--- config.mk ---
export PLATFORM = sky130hd
export DESIGN_NAME = ddr4_timing_monitor_flat
export DESIGN_NICKNAME = d
export VERILOG_FILES = /design/src/rtl/ddr4_timing_monitor_if.sv /design/src/rtl/ddr4_timing_monitor.sv /design/src/flat_wrapper.sv
export SDC_FILE = /design/constraint.sdc
export NUM_CORES = 1
export LEC_CHECK = 0
export ABC_AREA = 1
export CAP_MARGIN = 20
export CORE_MARGIN = 5
export CORE_UTILIZATION = 27
export CTS_BUF_LIST = sky130_fd_sc_hd__clkbuf_8
export CTS_CLUSTER_DIAMETER = 30
export DETAILED_ROUTE_END_ITERATION = 12
export PLACE_DENSITY = 0.4
export SLEW_MARGIN = 10
export SYNTH_ARGS = -nofsm -noshare
export SYNTH_HDL_FRONTEND = slang
export SYNTH_HIERARCHICAL = 1
export SYNTH_SLANG_ARGS = --single-unit
export TNS_END_PERCENT = 10
--- constraint.sdc ---
create_clock -name clock -period 7.2 [get_ports clock]
set_input_delay 1.44 -clock clock [delete_from_list [all_inputs] [get_ports clock]]
set_output_delay 1.44 -clock clock [all_outputs]
set_load 0.03 [all_outputs]
--- src/rtl/ddr4_timing_monitor_if.sv ---
// Observed DDR4 command bus as seen by ddr4_timing_monitor.
// The controller (or the bench) drives it and the monitor only listens.
interface ddr4_timing_monitor_if #(
    parameter int NUM_BG = 4
) ();
    localparam int BG_W = $clog2(NUM_BG);

    logic            dram_reset_n;
    logic            cke;
    logic            cs_n;
    logic            act_n;
    logic            ras_n_a16;
    logic            cas_n_a15;
    logic            we_n_a14;
    logic [BG_W-1:0] bg;

    // Controller side: owns every signal on the bus.
    modport master (
        output dram_reset_n, cke, cs_n, act_n, ras_n_a16, cas_n_a15, we_n_a14, bg
    );

    // Monitor side: passive observer.
    modport slave (
        input dram_reset_n, cke, cs_n, act_n, ras_n_a16, cas_n_a15, we_n_a14, bg
    );
endinterface

--- src/rtl/ddr4_timing_monitor.sv ---
// Passive DDR4 command-bus timing monitor.
// Checks CAS-to-CAS (tCCD_S/L), ACT-to-ACT (tRRD_S/L), the four-activate
// window (tFAW) and the CKE-after-reset delay (tCKE), and reports per-check
// pulses, a sticky error flag and a saturating violation count.

// Same/different bank-group spacing check for one command class.
// Ages read 1 on the cycle after a command, so the age seen by a new
// command is exactly its distance in cycles from the previous one.
module ddr4_timing_monitor_spacing #(
    parameter int NUM_BG = 4,
    parameter int T_L    = 6,
    parameter int T_S    = 4,
    parameter int BG_W   = $clog2(NUM_BG)
) (
    input  logic            clock,
    input  logic            reset_n,
    input  logic            cmd,
    input  logic [BG_W-1:0] bg,
    output logic            viol
);
    localparam int AGE_MAX = (T_L > T_S) ? T_L : T_S;
    localparam int AGE_W   = $clog2(AGE_MAX + 1);
    localparam logic [AGE_W-1:0] AGE_SAT = AGE_W'(AGE_MAX);
    localparam logic [AGE_W-1:0] LIM_L   = AGE_W'(T_L);
    localparam logic [AGE_W-1:0] LIM_S   = AGE_W'(T_S);

    logic [AGE_W-1:0]  age_bg [NUM_BG];
    logic [AGE_W-1:0]  age_all;
    logic [NUM_BG-1:0] seen_bg;
    logic [NUM_BG-1:0] bg_onehot;
    logic              same_close;
    logic              other_close;

    function automatic logic [AGE_W-1:0] age_step(input logic [AGE_W-1:0] age);
        return (age < AGE_SAT) ? age + 1'b1 : age;
    endfunction

    // Same-group spacing takes precedence; the any-group check only applies
    // once some other bank group has issued this command class.
    // NOTE: every always_comb output is assigned unconditionally first, so no latch can be inferred.
    always_comb begin
        bg_onehot     = '0;
        bg_onehot[bg] = 1'b1;
        same_close    = seen_bg[bg] && (age_bg[bg] < LIM_L);
        other_close   = (|(seen_bg & ~bg_onehot)) && (age_all < LIM_S);
        viol          = cmd && (same_close || other_close);
    end

    // Global and per-group ages: restart at 1 after a command, then count up and saturate.
    // NOTE: non-blocking assignments make every flop take its pre-edge inputs, independent of statement order.
    // NOTE: the per-group ages are a few flops, not a RAM, so they are cleared by reset like all other state.
    always_ff @(posedge clock) begin
        if (!reset_n) begin
            age_all <= '0;
            seen_bg <= '0;
            for (int i = 0; i < NUM_BG; i++) begin
                age_bg[i] <= '0;
            end
        end else begin
            age_all <= cmd ? AGE_W'(1) : age_step(age_all);
            if (cmd) begin
                seen_bg[bg] <= 1'b1;
            end
            for (int i = 0; i < NUM_BG; i++) begin
                age_bg[i] <= (cmd && (bg == BG_W'(i))) ? AGE_W'(1) : age_step(age_bg[i]);
            end
        end
    end
endmodule

module ddr4_timing_monitor #(
    parameter int NUM_BG  = 4,
    parameter int T_CCD_S = 4,
    parameter int T_CCD_L = 6,
    parameter int T_RRD_S = 4,
    parameter int T_RRD_L = 6,
    parameter int T_FAW   = 20,
    parameter int T_CKE   = 10,
    parameter int CNT_W   = 16
) (
    input  logic                  clock,
    input  logic                  reset_n,
    ddr4_timing_monitor_if.slave  bus,
    output logic                  viol_ccd,
    output logic                  viol_rrd,
    output logic                  viol_faw,
    output logic                  viol_cke,
    output logic                  err_sticky,
    output logic [CNT_W-1:0]      viol_count
);
    localparam int BG_W  = $clog2(NUM_BG);
    localparam int FAW_W = $clog2(T_FAW + 1);
    localparam int CKE_W = $clog2(T_CKE + 1);
    localparam logic [FAW_W-1:0] FAW_LIM = FAW_W'(T_FAW);
    localparam logic [CKE_W-1:0] CKE_LIM = CKE_W'(T_CKE);

    // CKE power-up tracker states.
    localparam logic [1:0] RST_HELD = 2'd0;
    localparam logic [1:0] WAIT     = 2'd1;
    localparam logic [1:0] RUN      = 2'd2;

    // ------------------------------------------------------------------
    // Command decode: only meaningful while CKE is high and the rank is selected.
    // ------------------------------------------------------------------
    logic cmd_valid;
    logic is_act;
    logic is_rd;
    logic is_wr;
    logic is_cas;

    assign cmd_valid = bus.cke & ~bus.cs_n;
    assign is_act    = cmd_valid & ~bus.act_n;
    assign is_rd     = cmd_valid & bus.act_n & bus.ras_n_a16 & ~bus.cas_n_a15 & bus.we_n_a14;
    assign is_wr     = cmd_valid & bus.act_n & bus.ras_n_a16 & ~bus.cas_n_a15 & ~bus.we_n_a14;
    assign is_cas    = is_rd | is_wr;

    // ------------------------------------------------------------------
    // tCCD and tRRD share the same spacing rule, one instance per command class.
    // ------------------------------------------------------------------
    logic ccd_hit;
    logic rrd_hit;

    ddr4_timing_monitor_spacing #(
        .NUM_BG (NUM_BG),
        .T_L    (T_CCD_L),
        .T_S    (T_CCD_S),
        .BG_W   (BG_W)
    ) u_ccd (
        .clock   (clock),
        .reset_n (reset_n),
        .cmd     (is_cas),
        .bg      (bus.bg),
        .viol    (ccd_hit)
    );

    ddr4_timing_monitor_spacing #(
        .NUM_BG (NUM_BG),
        .T_L    (T_RRD_L),
        .T_S    (T_RRD_S),
        .BG_W   (BG_W)
    ) u_rrd (
        .clock   (clock),
        .reset_n (reset_n),
        .cmd     (is_act),
        .bg      (bus.bg),
        .viol    (rrd_hit)
    );

    // ------------------------------------------------------------------
    // tFAW: ages of the last four ACTs, entry 3 is the oldest.
    // ------------------------------------------------------------------
    logic [FAW_W-1:0] faw_age [4];
    logic [3:0]       faw_valid;
    logic             faw_hit;

    function automatic logic [FAW_W-1:0] faw_step(input logic [FAW_W-1:0] age);
        return (age < FAW_LIM) ? age + 1'b1 : age;
    endfunction

    // A fifth ACT is too early when the fourth-previous one is still inside the window.
    assign faw_hit = is_act && (&faw_valid) && (faw_age[3] < FAW_LIM);

    // Every ACT, violating or not, is shifted into the history.
    always_ff @(posedge clock) begin
        if (!reset_n) begin
            faw_valid <= '0;
            for (int i = 0; i < 4; i++) begin
                faw_age[i] <= '0;
            end
        end else if (is_act) begin
            faw_valid  <= {faw_valid[2:0], 1'b1};
            faw_age[0] <= FAW_W'(1);
            for (int i = 1; i < 4; i++) begin
                faw_age[i] <= faw_step(faw_age[i-1]);
            end
        end else begin
            for (int i = 0; i < 4; i++) begin
                faw_age[i] <= faw_step(faw_age[i]);
            end
        end
    end

    // ------------------------------------------------------------------
    // tCKE: delay from DRAM reset release to the first CKE rise.
    // ------------------------------------------------------------------
    logic [1:0]       cke_state;
    logic [CKE_W-1:0] cke_cnt;
    logic             cke_q;
    logic             cke_rise;
    logic             cke_hit;

    assign cke_rise = bus.cke & ~cke_q;

    // Previous CKE is sampled on every edge, reset included, so a level that
    // was already high across a monitor reset is never mistaken for a rise.
    always_ff @(posedge clock) begin
        cke_q <= bus.cke;
    end

    // CKE must not rise while the DRAM is held in reset, nor too soon after release.
    always_comb begin
        cke_hit = 1'b0;
        if (!bus.dram_reset_n) begin
            cke_hit = cke_rise;
        end else if (cke_state == WAIT) begin
            cke_hit = cke_rise && (cke_cnt < CKE_LIM);
        end
    end

    // Power-up tracker: counts cycles since DRAM reset release until the first CKE rise.
    always_ff @(posedge clock) begin
        if (!reset_n || !bus.dram_reset_n) begin
            cke_state <= RST_HELD;
            cke_cnt   <= '0;
        end else begin
            case (cke_state)
                RST_HELD: begin
                    cke_state <= WAIT;
                    cke_cnt   <= CKE_W'(1);
                end
                WAIT: begin
                    if (cke_rise) begin
                        cke_state <= RUN;
                    end else if (cke_cnt < CKE_LIM) begin
                        cke_cnt <= cke_cnt + 1'b1;
                    end
                end
                RUN: begin
                    cke_state <= RUN;
                end
                default: begin
                    cke_state <= RST_HELD;
                end
            endcase
        end
    end

    // ------------------------------------------------------------------
    // Reporting
    // ------------------------------------------------------------------
    logic [2:0]       hit_num;
    logic [CNT_W+2:0] count_sum;

    // Number of checks firing this cycle and the unsaturated running total.
    always_comb begin
        hit_num   = 3'(ccd_hit) + 3'(rrd_hit) + 3'(faw_hit) + 3'(cke_hit);
        count_sum = (CNT_W+3)'(viol_count) + (CNT_W+3)'(hit_num);
    end

    // Registered pulses, sticky flag and saturating counter all update on the same edge.
    always_ff @(posedge clock) begin
        if (!reset_n) begin
            viol_ccd   <= 1'b0;
            viol_rrd   <= 1'b0;
            viol_faw   <= 1'b0;
            viol_cke   <= 1'b0;
            err_sticky <= 1'b0;
            viol_count <= '0;
        end else begin
            viol_ccd   <= ccd_hit;
            viol_rrd   <= rrd_hit;
            viol_faw   <= faw_hit;
            viol_cke   <= cke_hit;
            err_sticky <= err_sticky | (|hit_num);
            viol_count <= (|count_sum[CNT_W+2:CNT_W]) ? '1 : count_sum[CNT_W-1:0];
        end
    end
endmodule

--- src/flat_wrapper.sv ---
// flat-port wrapper written by rule: the top's interface ports become plain ports
module ddr4_timing_monitor_flat 
#(
    parameter int NUM_BG  = 4,
    parameter int T_CCD_S = 4,
    parameter int T_CCD_L = 6,
    parameter int T_RRD_S = 4,
    parameter int T_RRD_L = 6,
    parameter int T_FAW   = 20,
    parameter int T_CKE   = 10,
    parameter int CNT_W   = 16
)
  (clock, reset_n, viol_ccd, viol_rrd, viol_faw, viol_cke, err_sticky, viol_count, bus_dram_reset_n, bus_cke, bus_cs_n, bus_act_n, bus_ras_n_a16, bus_cas_n_a15, bus_we_n_a14, bus_bg);
  ddr4_timing_monitor_if #(.NUM_BG(NUM_BG)) bus_i ();
  input  logic clock;
  input  logic reset_n;
  output logic viol_ccd;
  output logic viol_rrd;
  output logic viol_faw;
  output logic viol_cke;
  output logic err_sticky;
  output logic [CNT_W-1:0] viol_count;
  input wire logic [$bits(bus_i.dram_reset_n)-1:0] bus_dram_reset_n;
  input wire logic [$bits(bus_i.cke)-1:0] bus_cke;
  input wire logic [$bits(bus_i.cs_n)-1:0] bus_cs_n;
  input wire logic [$bits(bus_i.act_n)-1:0] bus_act_n;
  input wire logic [$bits(bus_i.ras_n_a16)-1:0] bus_ras_n_a16;
  input wire logic [$bits(bus_i.cas_n_a15)-1:0] bus_cas_n_a15;
  input wire logic [$bits(bus_i.we_n_a14)-1:0] bus_we_n_a14;
  input wire logic [$bits(bus_i.bg)-1:0] bus_bg;
  assign bus_i.dram_reset_n = bus_dram_reset_n;
  assign bus_i.cke = bus_cke;
  assign bus_i.cs_n = bus_cs_n;
  assign bus_i.act_n = bus_act_n;
  assign bus_i.ras_n_a16 = bus_ras_n_a16;
  assign bus_i.cas_n_a15 = bus_cas_n_a15;
  assign bus_i.we_n_a14 = bus_we_n_a14;
  assign bus_i.bg = bus_bg;
  ddr4_timing_monitor #(.NUM_BG(NUM_BG), .T_CCD_S(T_CCD_S), .T_CCD_L(T_CCD_L), .T_RRD_S(T_RRD_S), .T_RRD_L(T_RRD_L), .T_FAW(T_FAW), .T_CKE(T_CKE), .CNT_W(CNT_W)) u_core (.clock(clock), .reset_n(reset_n), .bus(bus_i), .viol_ccd(viol_ccd), .viol_rrd(viol_rrd), .viol_faw(viol_faw), .viol_cke(viol_cke), .err_sticky(err_sticky), .viol_count(viol_count));
endmodule
# Word-level counts from Yosys, hierarchy flattened
# Memory sizes are Yosys's and may differ from the RTL's.
# Index checks and enable logic that the tools add are counted.
[totals] output_inout_bits=21 mem_count=3 register_bits=46 ramBits=44 elab_cells=202 input_bits=11
[mem_list] memory="u_core.faw_age" words=4 word_bits=5 read_ports=4 rd_ports_with_merged_regs=0 wr=4 line_no="ddr4_timing_monitor.sv:152" source="logic [FAW_W-1:0] faw_age [4];"
[mem_list] memory="u_core.u_ccd.age_bg" words=4 word_bits=3 read_ports=5 rd_ports_with_merged_regs=0 wr=4 line_no="ddr4_timing_monitor.sv:27" source="logic [AGE_W-1:0] age_bg [NUM_BG];"
[mem_list] memory="u_core.u_rrd.age_bg" words=4 word_bits=3 read_ports=5 rd_ports_with_merged_regs=0 wr=4 line_no="ddr4_timing_monitor.sv:27"
[classes] bitwise_logic=37 n_addsub=19 n_mux=62 n_reduce_logical=36 eq_ne=8 order_cmp=21
[ops] cell="3-bit 2-to-1 mux" count=24
[ops] cell="5-bit 2-to-1 mux" count=12
[ops] cell="3-bit < comparator (second input constant)" count=14
[ops] cell="3-bit by 1-bit adder with 3-bit output (second input constant)" count=10
[ops] cell="5-bit by 1-bit adder with 5-bit output (second input constant)" count=4
[ops] cell="5-bit < comparator (second input constant)" count=4
[ops] cell="1-bit logical AND" count=18
[ops] cell="1-bit bitwise OR" count=18
[ops] cell="16-bit by 3-bit adder with 17-bit output" count=1
[ops] cell="1-bit 2-to-1 mux" count=17
[ops] cell="16-bit 2-to-1 mux" count=1
[ops] cell="1-bit AND" count=8
[ops] cell="4-bit AND" count=2
[ops] cell="4-bit 2-to-1 mux" count=2
[ops] cell="4-bit bitwise OR" count=2
[ops] cell="4-bit one-hot mux with 2 select lines" count=1
[ops] cell="4-bit OR reduction" count=2
[ops] cell="3-bit by 1-bit adder with 3-bit output" count=2
[ops] cell="2-bit == test (second input constant)" count=3
[ops] cell="1-bit inverter" count=6
[ops] cell="2-bit one-hot mux with 3 select lines" count=1
[ops] cell="2-bit nonzero test" count=3
[ops] cell="3-bit OR reduction" count=2
[ops] cell="4-bit by 1-bit adder with 4-bit output (second input constant)" count=1
[ops] cell="17 further kinds" count=25

# Depth between registers and ports, before layout
# Gate-level depths: netlist of the first run.
[depth] depth_word=16 ltp_mapped=22 ltp_nobuf=22

# By module
# The synthesis of the first run kept the hierarchy.
[by_module_without_submodules] module="ddr4_timing_monitor" cells_per_inst=343 seq_area_each_um2=1241.2 instances=1 area_per_inst_um2=2855.2
[by_module_without_submodules] module="ddr4_timing_monitor_spacing at u_core.u_ccd" cells_per_inst=126 seq_area_each_um2=380.4 instances=1 area_per_inst_um2=937.1
[by_module_without_submodules] module="ddr4_timing_monitor_spacing at u_core.u_rrd" cells_per_inst=122 seq_area_each_um2=380.4 instances=1 area_per_inst_um2=929.6

# Worst setup path after synthesis of the first run
# Ideal clock, no wire load.
[synth_path] kind="input port to flip-flop" from="input bus_cs_n" to="register u_core.viol_count[13]" path_slack_ns=2.913 stages=19 setup_ns=0.065 n_path_buf=0 required_ns=7.135 t_arrival_ns=4.222 path_cell_list="inv_1 -> nand2_2 -> nor3_1 -> inv_1 -> a21oi_2 -> fa_1 -> ha_1 -> ha_1 -> inv_1 -> fa_1 -> inv_1 -> nand3_2 -> nand2_4 -> nand2_4 -> nor2_4 -> nand2_2 -> nand2_1 -> nor2_1 -> nor2_1"
[synth_between] elab_chain_len=14 elab_cells_between_ends=19 cone_classes="4 x add/sub; 1 x mux; 9 x bitwise; 5 x reduce/logical"
[synth_rtl] item="start, declared" line_no="flat_wrapper.sv:25" source="input wire logic [$bits(bus_i.cs_n)-1:0] bus_cs_n;"
[synth_rtl] item="1-bit inverter (*)" line_no="ddr4_timing_monitor.sv:111" source="assign cmd_valid = bus.cke & ~bus.cs_n;"
[synth_rtl] item="1-bit AND (*)" line_no="ddr4_timing_monitor.sv:111"
[synth_rtl] item="1-bit AND (*) (3 in a row)" line_no="ddr4_timing_monitor.sv:113, ddr4_timing_monitor.sv:114"
[synth_rtl] item="1-bit AND (on tied branches)" line_no="ddr4_timing_monitor.sv:113, ddr4_timing_monitor.sv:114"
[synth_rtl] item="1-bit bitwise OR (*)" line_no="ddr4_timing_monitor.sv:115" source="assign is_cas = is_rd | is_wr;"
[synth_rtl] item="named net u_core.is_cas" line_no="ddr4_timing_monitor.sv:109" source="logic is_cas;"
[synth_rtl] item="1-bit logical AND (*)" line_no="ddr4_timing_monitor.sv:46" source="viol = cmd && (same_close || other_close);"
[synth_rtl] item="named net u_core.ccd_hit" line_no="ddr4_timing_monitor.sv:120" source="logic ccd_hit;"
[synth_rtl] item="1-bit by 1-bit adder with 2-bit output (*)" line_no="ddr4_timing_monitor.sv:246" source="hit_num = 3'(ccd_hit) + 3'(rrd_hit) + 3'(faw_hit) + 3'(cke_hit);"
[synth_rtl] item="3-bit by 1-bit adder with 3-bit output (*) (2 in a row)" line_no="ddr4_timing_monitor.sv:246"
[synth_rtl] item="16-bit by 3-bit adder with 17-bit output (*)" line_no="ddr4_timing_monitor.sv:247" source="count_sum = (CNT_W+3)'(viol_count) + (CNT_W+3)'(hit_num);"
[synth_rtl] item="3-bit OR reduction" line_no="ddr4_timing_monitor.sv:265" source="viol_count <= (|count_sum[CNT_W+2:CNT_W]) ? '1 : count_sum[CNT_W-1:0];"
[synth_rtl] item="16-bit 2-to-1 mux (*)" line_no="ddr4_timing_monitor.sv:265"
[synth_rtl] item="end signal, assigned" line_no="ddr4_timing_monitor.sv:265"
[synth_rtl] item="end, declared" line_no="ddr4_timing_monitor.sv:89" source="output logic [CNT_W-1:0] viol_count"
# The timed path passes the listed nets; every way through them passes the cells marked *.
# A chain may end at the register's enable or synchronous reset.

# Worst setup path in the final report of the first run
[layout_path] from="input bus_bg[0]" to="register u_core.viol_count[9]"
[layout_between] elab_chain_len=16 elab_cells_between_ends=32 cone_classes="4 x add/sub; 4 x order compare; 7 x mux; 3 x bitwise; 12 x reduce/logical; 2 x memory"
[layout_rtl] item="start, declared" line_no="flat_wrapper.sv:30" source="input wire logic [$bits(bus_i.bg)-1:0] bus_bg;"
[layout_rtl] item="2-bit by 3-bit < comparator with 1-bit output (not written as such) or 2-bit by 1-bit >= comparator with 1-bit output (tied branches)" line_no="ddr4_timing_monitor.sv:43" source="bg_onehot[bg] = 1'b1;"
[layout_rtl] item="1-bit logical AND (not written as such)" line_no="ddr4_timing_monitor.sv:43"
[layout_rtl] item="1-bit 2-to-1 mux (not written as such)" line_no="ddr4_timing_monitor.sv:43"
[layout_rtl] item="1-bit demux with 2-bit select" line_no="ddr4_timing_monitor.sv:43"
[layout_rtl] item="4-bit inverter" line_no="ddr4_timing_monitor.sv:45" source="other_close = (|(seen_bg & ~bg_onehot)) && (age_all < LIM_S);"
[layout_rtl] item="4-bit AND" line_no="ddr4_timing_monitor.sv:45"
[layout_rtl] item="4-bit OR reduction" line_no="ddr4_timing_monitor.sv:45"
[layout_rtl] item="1-bit logical AND" line_no="ddr4_timing_monitor.sv:45"
[layout_rtl] item="1-bit logical OR (*)" line_no="ddr4_timing_monitor.sv:46"
[layout_rtl] item="1-bit logical AND (*)" line_no="ddr4_timing_monitor.sv:46"
[layout_rtl] item="named net u_core.ccd_hit" line_no="ddr4_timing_monitor.sv:120"
[layout_rtl] item="1-bit by 1-bit adder with 2-bit output (*)" line_no="ddr4_timing_monitor.sv:246"
[layout_rtl] item="3-bit by 1-bit adder with 3-bit output (*) (2 in a row)" line_no="ddr4_timing_monitor.sv:246"
[layout_rtl] item="16-bit by 3-bit adder with 17-bit output (*)" line_no="ddr4_timing_monitor.sv:247"
[layout_rtl] item="3-bit OR reduction" line_no="ddr4_timing_monitor.sv:265"
[layout_rtl] item="16-bit 2-to-1 mux (*)" line_no="ddr4_timing_monitor.sv:265"
# The timed path passes the listed nets; every way through them passes the cells marked *. The select of a mux whose other input is x is not followed.

==> results.md, run 1 <==
* Post-cts gate resize count at 0
* Cell area power density at about 200 nW/um^2
* Max-cap viol count at 0
* # rows at 48
* Die X at 142 um
* Most common cell after layout, fill and taps aside: nand2_1
* First-pass GRT wire length at about 17000 um
* Global routing met1 resource utilization at 0.124
* Post-synth top area share at 0.297
* TritonCTS clock tree: built
* Max Freq at 188 MHz
* Port-buffer cells at 30
* Post-CTS Setup Bufs at 0
* Die height at 142 um
* Placer Congestion at 0.744
* Req. time, crit path at about 7.5 ns
* Total GRT Usage at 0.105
* Min-Delay Path Class: reg2reg
* H-tree depth at 3
* Sequential share of power at 0.515
* Post-Syn Area at 4720 um^2
* Combinational power share at 0.124
* Pins over their slew limit at 0
* EDFF count, synth at 20
* Post-route setup TNS at 0 ns
* Num CTS Buffers at 9
* Layout cells sized above 1 at 0.0995
* Drt via density at around 4.3
* Total core area at around 17000 um^2
* Clk_skew at around 0.01 ns
* Avg Synthesized Cell Area at 7.99 um^2
* CP Launch Type: primary input
* Yosys cell types at 40
* Period utilization at 0.740
* Fill count at 1846
* Slew margin rel. at 0.377
* Initial antenna violation count at 0
* Final ANT Viol Nets at 0
* Largest net degree at the start of global routing at 26
* Cell-internal power at about 0.84 mW
* WS Path Type: in2reg
* Most frequent cells in the layout: 136 x nand2_1, 70 x dfxtp_1, 65 x inv_1
* Post-route minimum period at about 5.3 ns
* Number of diodes at 0
* R2R Path Start: u_core/cke_state[1]$_SDFFE_PP0P_
* Finish-stage setup viols at 0
* Hold path startpoint: u_core/cke_cnt[3]$_SDFFE_PP0P_
* # IOs at 32
* Most used routing layer: met2
* CTS max path bufs at 2
* Via Count at 3757
* Yosys warns at 6
* Post-route DRC at 0
* Dominant cells by area after synthesis: dfxtp_1 30%, edfxtp_1 13%, nand2_1 11%
* Seq/Total Area, Yosys at 0.424
* Clock power share at 0.361
* Maximum vdd drop at around 110 uV
* Syn Inst Count at ~590
* Layout Nets at 674
* Switching power at between 0.2 and 0.3 mW
* Worst-Skew Late Latency at around 0.37 ns
* Crit-path max FO at 22
* Worst Setup SP: bus_bg[0]
* Starting Density at 0.274
* P&R area growth vs syn at 16.9%
* Post-synthesis register bit count at 90
* Placed cells at about 850
* Hold_buf cts at 0
* Switching Fraction at 0.260
* Leakage at 2.33 nW
* Root Driver: clkbuf_8
* RSZ-0062 raised after global routing: false
* Fin. Hold Viols at 0
* Die area at around 20000 um^2
* Routed len/inst at ~11 um
* Worst EP arrival at 5.65 ns
* Clock-pin slew on the worst setup and hold paths at ~0.090 ns
* Worst-margin pin slew at ~0.93 ns
* Vias in the first global route at about 3700
* Met3 GRT Util at 0.0346
* GRT overflow at 0
* Crit end category: register
* Top_reg_cell synth: dfxtp_1
* HPWL Detailed at between 7000 and 8000 um
* Global routing met2 resource utilization at 0.183
* Ys async rst share at 0
* Drt initial violations at 140
* First drt pass iteration count at 4
* Status: finished, final reports clean
* Clock Sinks at 90
* Layout Cells excl Fill at a little under 900
* Area leader, netlist: dfxtp_1
* Total Wirelength at 9900 um
[power groups by stage]
stage | clock [mW] | sequential (mW) | combinational (mW)
CTS | 0.431 | 0.586 | 0.144
global route | 0.448 | 0.592 | 0.166
global placement | 0 | 0.596 | 0.139
detailed placement | 0 | 0.598 | 0.143
finish | 0.410 | 0.585 | 0.141
floorplan | 0 | 0.593 | 0.109
[cell families (layout without fill, tap and decap cells)]
kind of cell / after synthesis / count (layout) / share of synthesized area
and+or+nand+nor: 257 / 257 / 0.247
adders and majority gates: 25 / 25 / 0.0694
muxes: 2 / 2 / 0.00424
xor gates and xnor gates: 31 / 31 / 0.0575
other: 1 / 15 / 0.000794
AOI/OAI and AO/OA: 99 / 99 / 0.120
buffers and inverters: 86 / 124 / 0.0771
DFF: 90 / 90 / 0.424
[metal layers]
metal,wire [um],vias up
met2,4790,27
met1,4670,1716
met5,0,-
li1,-,2006
met4,114,0
met3,337,8
[cell usage after synthesis (5+ instances only)]
| cell | count |
|---|---|
| o21ai_1 | 11 |
| o21ai_2 | 7 |
| ha_1 | 23 |
| nor2_1 | 44 |
| edfxtp_1 | 20 |
| buf_6 | 5 |
| dfxtp_1 | 70 |
| nand2_2 | 9 |
| o21ai_0 | 17 |
| a21oi_1 | 53 |
| and2_1 | 6 |
| nand4_1 | 9 |
| inv_1 | 65 |
| xnor2_1 | 23 |
| nand2_1 | 136 |
| nor2_2 | 5 |
| inv_2 | 11 |
| xor2_1 | 8 |
| nand3_1 | 35 |
[registers in the layout, summed over array words and instances, names as in the netlist]
| name | cells |
|---|---|
| u_core/viol_rrd | 1 |
| u_core/u_ccd/age_all | 3 |
| u_core/viol_ccd | 1 |
| u_core/faw_valid | 4 |
| u_core/viol_cke | 1 |
| u_core/viol_count | 16 |
| u_core/cke_q | 1 |
| u_core/err_sticky | 1 |
| u_core/viol_faw | 1 |
| u_core/u_rrd/seen_bg | 4 |
| u_core/u_ccd/seen_bg | 4 |
| u_core/u_rrd/age_all | 3 |
| u_core/u_ccd/age_bg | 12 |
| u_core/u_rrd/age_bg | 12 |
| u_core/cke_cnt | 4 |
| u_core/faw_age | 20 |
| u_core/cke_state | 2 |
[per-stage QoR]
step	power, mW	utilization	hold slack [ns]	cell area (um^2)	worst slack, ns
2_1_floorplan	0.702	-	0.424	4770	2.91
3_3_place_gp	0.735	0.307	0.443	5290	1.44
3_5_place_dp	0.741	0.307	0.445	5290	1.44
4_1_cts	1.16	0.320	0.459	5520	1.84
5_1_grt	1.21	0.320	0.484	5520	1.58
6_report	1.14	0.320	0.458	5520	1.87
[area by class of cell]
class                   instances  area [um^2]  area share
flip-flops and latches         90         2000       0.363
multi-input cells             429         2410       0.436
well taps                     225          282      0.0510
repair buffers                 31          308      0.0558
clock inverters                 7          108      0.0195
inverters                      77          289      0.0524
clock buffers                   9          124      0.0224
[final timing paths]
kind	to	slack, ns	cells past startpoint
worst min register to register	u_core/cke_cnt[3]$_SDFFE_PP0P_	0.46	2
worst max register to register	u_core/viol_count[9]$_SDFF_PN0_	3.88	18
worst min-delay path	u_core/cke_cnt[3]$_SDFFE_PP0P_	0.46	2
worst max-delay path	u_core/viol_count[9]$_SDFF_PN0_	1.87	23
[critical path, cell delays in order]
cell,delay (ns)
clkdlybuf4s50_1,1.08
inv_2,0.24
nand2_1,0.13
nand2_1,0.06
nand2_1,0.05
nand2_1,0.07
nand2_1,0.07
nand2_1,0.07
a21oi_2,0.19
fa_1,0.46
ha_1,0.21
ha_1,0.31
inv_1,0.06
fa_1,0.43
inv_1,0.08
nand3_2,0.09
nand2_4,0.13
nand2_4,0.08
nor2_4,0.11
nand2_2,0.09
nand3_1,0.09
nand2_1,0.05
inv_1,0.06
Note: power is estimated with default switching activity, not from simulation.
==> run 2: changes to the inputs <==
--- a/config.mk
+++ b/config.mk
@@ -12,7 +12,7 @@
 export CTS_BUF_LIST = sky130_fd_sc_hd__clkbuf_8
 export CTS_CLUSTER_DIAMETER = 30
 export DETAILED_ROUTE_END_ITERATION = 12
-export PLACE_DENSITY = 0.4
+export PLACE_DENSITY = 0.41
 export SLEW_MARGIN = 10
 export SYNTH_ARGS = -nofsm -noshare
 export SYNTH_HDL_FRONTEND = slang
==> constraint.sdc (replaced) <==
create_clock -name clock -period 4.4 [get_ports clock]
set_input_delay 0.88 -clock clock [delete_from_list [all_inputs] [get_ports clock]]
set_output_delay 0.88 -clock clock [all_outputs]
set_load 0.03 [all_outputs]
==> run 2 against run 1 <==
Effect of this change:
- total power increased by 55%
- clock-buffer cell count stayed put
- combinational power increased by 73%
- global-route usage up 0.49 points
- sequential power increased by 64%
- first-iteration DRC count fell by 11%
- non-clock buffer count increased by 22
- sequential cell count unchanged
- via count is 3.6% higher
- register-to-register slack worse by 2.7 ns
- die area unchanged
- critical endpoint is now u_core/viol_count[13]$_SDFF_PN0_
- largest power group unchanged
==> results.md, run 2 (same netlist as run 1, synthesis figures left out) <==
* Status: finished, final reports clean (unchanged)
* CTS max path bufs at 2 (unchanged)
* Worst EP arrival at 4.33 ns (was 5.65 ns)
* P&R area growth vs syn at 19.3% (was 16.9%)
* Most frequent cells in the layout: 136 x nand2_1, 70 x dfxtp_1, 68 x inv_1 (was 136 x nand2_1, 70 x dfxtp_1, 65 x inv_1)
* Starting Density at 0.274 (unchanged)
* Root Driver: clkbuf_8 (unchanged)
* WS Path Type: in2reg (unchanged)
* Clk_skew at 0.0101 ns (was 0.0100 ns)
* Max-cap viol count at 0 (unchanged)
* # rows at 48 (unchanged)
* Pins over their slew limit at 0 (unchanged)
* # IOs at 32 (unchanged)
* Maximum vdd drop at 129 uV (was 105 uV)
* Period utilization at 0.911
* Crit end category: register (unchanged)
* Post-route setup TNS at 0 ns (unchanged)
* HPWL Detailed at 7930 um (was 7360 um)
* TritonCTS clock tree: built (unchanged)
* Design area at 5630 um^2 (was 5520 um^2)
* Most common cell after layout, fill and taps aside: nand2_1 (unchanged)
* Crit path buf inv count at 4 (was 5)
* Vias in the first global route at 3863 (was 3721)
* Num CTS Buffers at 9 (unchanged)
* GRT overflow at 0 (unchanged)
* Initial antenna violation count at 0 (unchanged)
* CP max-delay cell: clkdlybuf4s50_1 (unchanged)
* RSZ-0062 raised after global routing: false (unchanged)
* Die area at 20200 um^2 (unchanged)
* Max reg flops at 20 (unchanged)
* Drt initial violations at 125 (was 140)
* Clock-pin slew on the worst setup and hold paths at 0.09 ns (about the same)
* Post-route minimum period at between 4 and 5 ns
* Fin. Hold Viols at 0 (unchanged)
* Clock Sinks at 90 (unchanged)
* Port-buffer cells at 30 (unchanged)
* Total core area at 17200 um^2 (unchanged)
* Leakage at 2.43 nW (was 2.33 nW)
* Final ANT Viol Nets at 0 (unchanged)
* Most flop-heavy register: u_core/faw_age (unchanged)
* Post-CTS Setup Bufs at 0 (unchanged)
* CP max stage delay at 0.54 ns (was 1.08 ns)
* Top flop regs: u_core/faw_age: 20 flops, u_core/viol_count: 16 flops (unchanged)
* Worst-Skew Late Latency at 0.38 ns (was 0.37 ns)
* Post-route DRC at 0 (unchanged)
* Die height at 142 um (unchanged)
* Total GRT Usage at 0.110 (was 0.105)
* Max Freq at ~250 MHz
* Largest net degree at the start of global routing at 22 (was 26)
* CP Launch Type: primary input (unchanged)
* Min-Delay Path Class: reg2reg (unchanged)
* Layout Nets at 696 (was 674)
* Req. time, crit path at 4.72 ns (was 7.53 ns)
* Via Count at 3891 (was 3757)
* CP Cell Sequence: clkdlybuf4s50_1, buf_4, o21ai_0, nand2_1, o21bai_2, a21oi_2, fa_1, ha_1, ha_1, inv_1, fa_1, inv_1, nand3_2, nand2_4, nand2_4, nor2_4, nand2_2, nand2_1, nor2_1, nor2_1 (was clkdlybuf4s50_1, inv_2, nand2_1, nand2_1, nand2_1, nand2_1, nand2_1, nand2_1, a21oi_2, fa_1, ha_1, ha_1, inv_1, fa_1, inv_1, nand3_2, nand2_4, nand2_4, nor2_4, nand2_2, nand3_1, nand2_1, inv_1)
* H-tree depth at 3 (unchanged)
* Finish-stage setup viols at 0 (unchanged)
* Layout cells sized above 1 at 0.126 (was 0.0995)
* Worst hold-check slack at 0.451 ns (was 0.458 ns)
* Family with the most delay on the worst path: adder cells (was buffers and inverters)
* Cell area power density at 312 nW/um^2 (was 206 nW/um^2)
* Die X at 142 um (unchanged)
* Placed Instance Area at 5450 um^2 (was 5290 um^2)
* Crit-path max FO at 7 (was 22)
* First drt pass iteration count at 4 (unchanged)
* Post-cts gate resize count at 0 (unchanged)
* Number of diodes at 0 (unchanged)
* Routed len/inst at 11.7 um (was 11.4 um)
* Hold_buf cts at 0 (unchanged)
* First-pass GRT wire length at 17900 um (was 17200 um)
* Total Wirelength at 10400 um (was 9900 um)
* Placer Congestion at 0.809 (was 0.744)
* Drt via density at 4.37 (was 4.33)
==> run 2: changes by cell type in the layout (fill, tap and decap cells not counted), sizes merged <==
cell	previous run	this run
inv	76	79
buf	1	23
clkinv	5	4
bufinv	3	1
==> run 2: worst paths after layout <==
| check | start | endpoint | slack (ns) | depth (start not counted) |
|---|---|---|---|---|
| max | bus_bg[1] | u_core/viol_count[13]$_SDFF_PN0_ | 0.39 | 20 |
| min | u_core/cke_cnt[3]$_SDFFE_PP0P_ | u_core/cke_cnt[3]$_SDFFE_PP0P_ | 0.45 | 2 |
| max reg2reg | u_core/cke_state[1]$_SDFFE_PP0P_ | u_core/viol_count[13]$_SDFF_PN0_ | 1.22 | 19 |
| min reg2reg | u_core/cke_cnt[3]$_SDFFE_PP0P_ | u_core/cke_cnt[3]$_SDFFE_PP0P_ | 0.45 | 2 |
==> run 2: worst min-delay path, cell delays in order, from the launching register on <==
cell,delay (ns)
dfxtp_1,0.32
inv_1,0.05
a21oi_1,0.05
==> run 2: cell type report <==
cell class,instances,area [um^2]
fillers,1855,11600
well taps,225,282
clock inverters,7,55.1
inverters,77,289
clock buffers,9,124
multi-input cells,429,2410
flip-flops and latches,90,2000
repair buffers,53,473
==> run 2: layer usage <==
| metal | global-route usage | share of wire |
|---|---|---|
| met1 | 0.135 | 0.48 |
| met2 | 0.185 | 0.47 |
| met3 | 0.0302 | 0.034 |
| met4 | 0.0389 | 0.015 |
| met5 | 0 | 0 |
==> run 2: report_power, final <==
group | switching, mW | internal [mW]
Sequential | 0.0532 | 0.906
Clock | 0.302 | 0.253
Combinational | 0.136 | 0.108
==> run 2: through the flow <==
| step | std cells | setup slack (ns) | utilization | total power, mW |
|---|---|---|---|---|
| after detailed placement | 874 | -0.0566 | 0.316 | 1.23 |
| after CTS | 890 | 0.347 | 0.327 | 1.80 |
| after global routing | 890 | 0.0517 | 0.327 | 1.87 |
| after floorplan | 605 | 0.673 | - | 1.15 |
| after global placement | 874 | -0.0550 | 0.316 | 1.21 |
| final | 890 | 0.392 | 0.327 | 1.76 |
==> run 3: changes to the inputs <==
--- a/config.mk
+++ b/config.mk
@@ -7,12 +7,13 @@
 export LEC_CHECK = 0
 export ABC_AREA = 1
 export CAP_MARGIN = 20
-export CORE_MARGIN = 5
+export CORE_MARGIN = 10
 export CORE_UTILIZATION = 27
 export CTS_BUF_LIST = sky130_fd_sc_hd__clkbuf_8
 export CTS_CLUSTER_DIAMETER = 30
 export DETAILED_ROUTE_END_ITERATION = 12
 export PLACE_DENSITY = 0.41
+export SETUP_SLACK_MARGIN = 0.2
 export SLEW_MARGIN = 10
 export SYNTH_ARGS = -nofsm -noshare
 export SYNTH_HDL_FRONTEND = slang
==> run 3 against run 2 <==
Effect of this change:
- combinational power hardly changed
- clock power hardly changed
- total power is 0.17% lower
- first-iteration DRC count is 32% higher
- critical path type unchanged
- critical endpoint is now u_core/viol_count[6]$_SDFF_PN0_
==> results.md, run 3 (same netlist as run 1, synthesis figures left out) <==
* Status: finished, final reports clean (unchanged)
* Post-route DRC at 0 (unchanged)
* TritonCTS clock tree: built (unchanged)
* Maximum vdd drop at 161 uV (was 129 uV)
* H-tree depth at 3 (unchanged)
* Routed len/inst at 11.9 um (was 11.7 um)
* Port-buffer cells at 30 (unchanged)
* Initial antenna violation count at 0 (unchanged)
* Cell area power density at 310 nW/um^2 (was 312 nW/um^2)
* WS Path Type: in2reg (unchanged)
* Total core area at 17200 um^2 (unchanged)
* Worst hold-check slack at 0.459 ns (was 0.451 ns)
* Fill count at 1815 (was 1855)
* Clock-pin slew on the worst setup and hold paths at 0.09 ns (about the same)
* Most frequent cells in the layout: 136 x nand2_1, 70 x dfxtp_1, 68 x inv_1 (unchanged)
* Min-Delay Path Class: reg2reg (unchanged)
* # rows at 48 (unchanged)
* Number of diodes at 0 (unchanged)
* P&R area growth vs syn at 19.9% (was 19.3%)
* Leakage at 2.46 nW (was 2.43 nW)
* Final Total Pwr at 1.76 mW (about the same)
* Layout Cells excl Fill at 889 (was 890)
* Drt via density at 4.32 (was 4.37)
* Die height at 152 um (was 142 um)
* Crit-path max FO at 5 (was 7)
* Clock Sinks at 90 (unchanged)
* Reg-to-reg endpoint: u_core/viol_count[6]$_SDFF_PN0_ (was u_core/viol_count[13]$_SDFF_PN0_)
* Flop-to-flop setup slack at 1.18 ns (was 1.22 ns)
* Post-route minimum period at 3.94 ns (was 4.01 ns)
* Root Driver: clkbuf_8 (unchanged)
* Largest net degree at the start of global routing at 23 (was 22)
* Layout cells sized above 1 at 0.127 (was 0.126)
* Max Freq at 254 MHz (was 249 MHz)
* Max-cap viol count at 0 (unchanged)
* Die area at 23200 um^2 (was 20200 um^2)
* Fin util at 0.328 (was 0.327)
* # IOs at 32 (unchanged)
* Post-route setup TNS at 0 ns (unchanged)
* Placed cells at 871 (was 874)
* Total GRT Usage at 0.0923 (was 0.110)
* Finish-stage setup viols at 0 (unchanged)
* RSZ-0062 raised after global routing: false (unchanged)
* Most flop-heavy register: u_core/faw_age (unchanged)
* First drt pass iteration count at 4 (unchanged)
* Worst EP arrival at 4.20 ns (was 4.33 ns)
* CTS max path bufs at 2 (unchanged)
* Starting Density at 0.274 (unchanged)
* Max reg flops at 20 (unchanged)
* Pins over their slew limit at 0 (unchanged)
* Most common cell after layout, fill and taps aside: nand2_1 (unchanged)
* Fin. Hold Viols at 0 (unchanged)
* Final ANT Viol Nets at 0 (unchanged)
* Drt initial violations at 165 (was 125)
* First-pass GRT wire length at 18000 um (was 17900 um)
* Total Wirelength at 10600 um (was 10400 um)
* Via Count at 3839 (was 3891)
* Period utilization at 0.896 (was 0.911)
* Worst R2R Path Depth at 18 (was 19)
* Placed Instance Area at 5440 um^2 (was 5450 um^2)
* Hold endpoint: u_core/cke_cnt[3]$_SDFFE_PP0P_ (unchanged)
* Layout Nets at 695 (was 696)
* Hold path startpoint: u_core/cke_cnt[3]$_SDFFE_PP0P_ (unchanged)
* GRT overflow at 0 (unchanged)
* Clk_skew at 0.00818 ns (was 0.0101 ns)
* Worst hold stages at 2 (unchanged)
* Top flop regs: u_core/faw_age: 20 flops, u_core/viol_count: 16 flops (unchanged)
* CP Launch Type: primary input (unchanged)
* Worst setup margin at 0.458 ns (was 0.392 ns)
* Vias in the first global route at 3835 (was 3863)
* HPWL Detailed at 7850 um (was 7930 um)
* Die X at 152 um (was 142 um)
* Req. time, crit path at 4.65 ns (was 4.72 ns)
* Num CTS Buffers at 9 (unchanged)
* Place WS at -0.121 ns (was -0.0566 ns)
* Worst-Skew Late Latency at 0.37 ns (was 0.38 ns)
* Design area at 5660 um^2 (was 5630 um^2)
* Crit end category: register (unchanged)
* R2R Path Start: u_core/cke_state[1]$_SDFFE_PP0P_ (unchanged)
* Placer Congestion at 0.740 (was 0.809)
[run 3: changes by cell type in the layout (fill, tap and decap cells not counted)]
cell             previous run  this run
buf_12                      0         1
buf_4                      23        20
clkbuf_16                   0         1
clkdlybuf4s50_1            30        28
clkinv_1                    2         1
clkinv_2                    2         3
dlymetal6s2s_1              0         2
[run 3: critical path: stages]
cell and delay, ns:
clkdlybuf4s50_1 0.55, nand2_2 0.10, nor3_1 0.14, buf_4 0.15
inv_1 0.06, a21oi_2 0.14, fa_1 0.47, ha_1 0.20
ha_1 0.30, inv_1 0.06, fa_1 0.41, inv_1 0.08
nand3_2 0.09, nand2_4 0.14, buf_4 0.12, nand2_1 0.05
xnor2_1 0.12, nor2_1 0.09, nor2_1 0.04
[run 3: layout make-up]
| type | count | area, um^2 | area share |
|---|---|---|---|
| Clock buffer | 9 | 124 | 0.0219 |
| Sequential cell | 90 | 2000 | 0.354 |
| Clock inverter | 7 | 56.3 | 0.00994 |
| Multi-Input combinational cell | 429 | 2410 | 0.425 |
| Inverter | 77 | 289 | 0.0510 |
| Timing Repair Buffer | 52 | 500 | 0.0884 |
| Tap cell | 225 | 282 | 0.0497 |
[run 3: how the worst max path moves through the flow]
stage	from	end	slack, ns	cells past startpoint
final	bus_cke	u_core/viol_count[6]$_SDFF_PN0_	0.46	19
after global routing	bus_cke	u_core/viol_count[13]$_SDFF_PN0_	0.21	20
after CTS	bus_bg[0]	u_core/viol_count[13]$_SDFF_PN0_	0.29	23
after detailed placement	bus_bg[0]	u_core/viol_count[13]$_SDFF_PN0_	-0.12	23
after global placement	bus_bg[0]	u_core/viol_count[9]$_SDFF_PN0_	-0.1	23
after floorplan	bus_cs_n	u_core/viol_count[13]$_SDFF_PN0_	0.67	19
[run 3: power breakdown]
| part | switching, mW | internal, mW | total, mW |
|---|---|---|---|
| sequential | 0.0528 | 0.906 | 0.959 |
| clock | 0.300 | 0.254 | 0.554 |
| combinational | 0.134 | 0.108 | 0.242 |
[run 3: per-layer routing]
layer / share of wire / track usage / wire length [um]
met1: 0.50 / 0.114 / 5240
met2: 0.46 / 0.148 / 4820
met3: 0.037 / 0.0305 / 390
met4: 0.011 / 0.0289 / 119
met5: 0 / 0 / 0
[run 3: timing repair]
| action | 4_1_cts | 5_1_grt |
|---|---|---|
| buffers inserted | 0 | 1 |
| endpoints found under the setup margin | 0 | 15 |
| hold buffers | 0 | 0 |
| endpoints found under the hold margin | 0 | 0 |
| resized for setup | 0 | 2 |
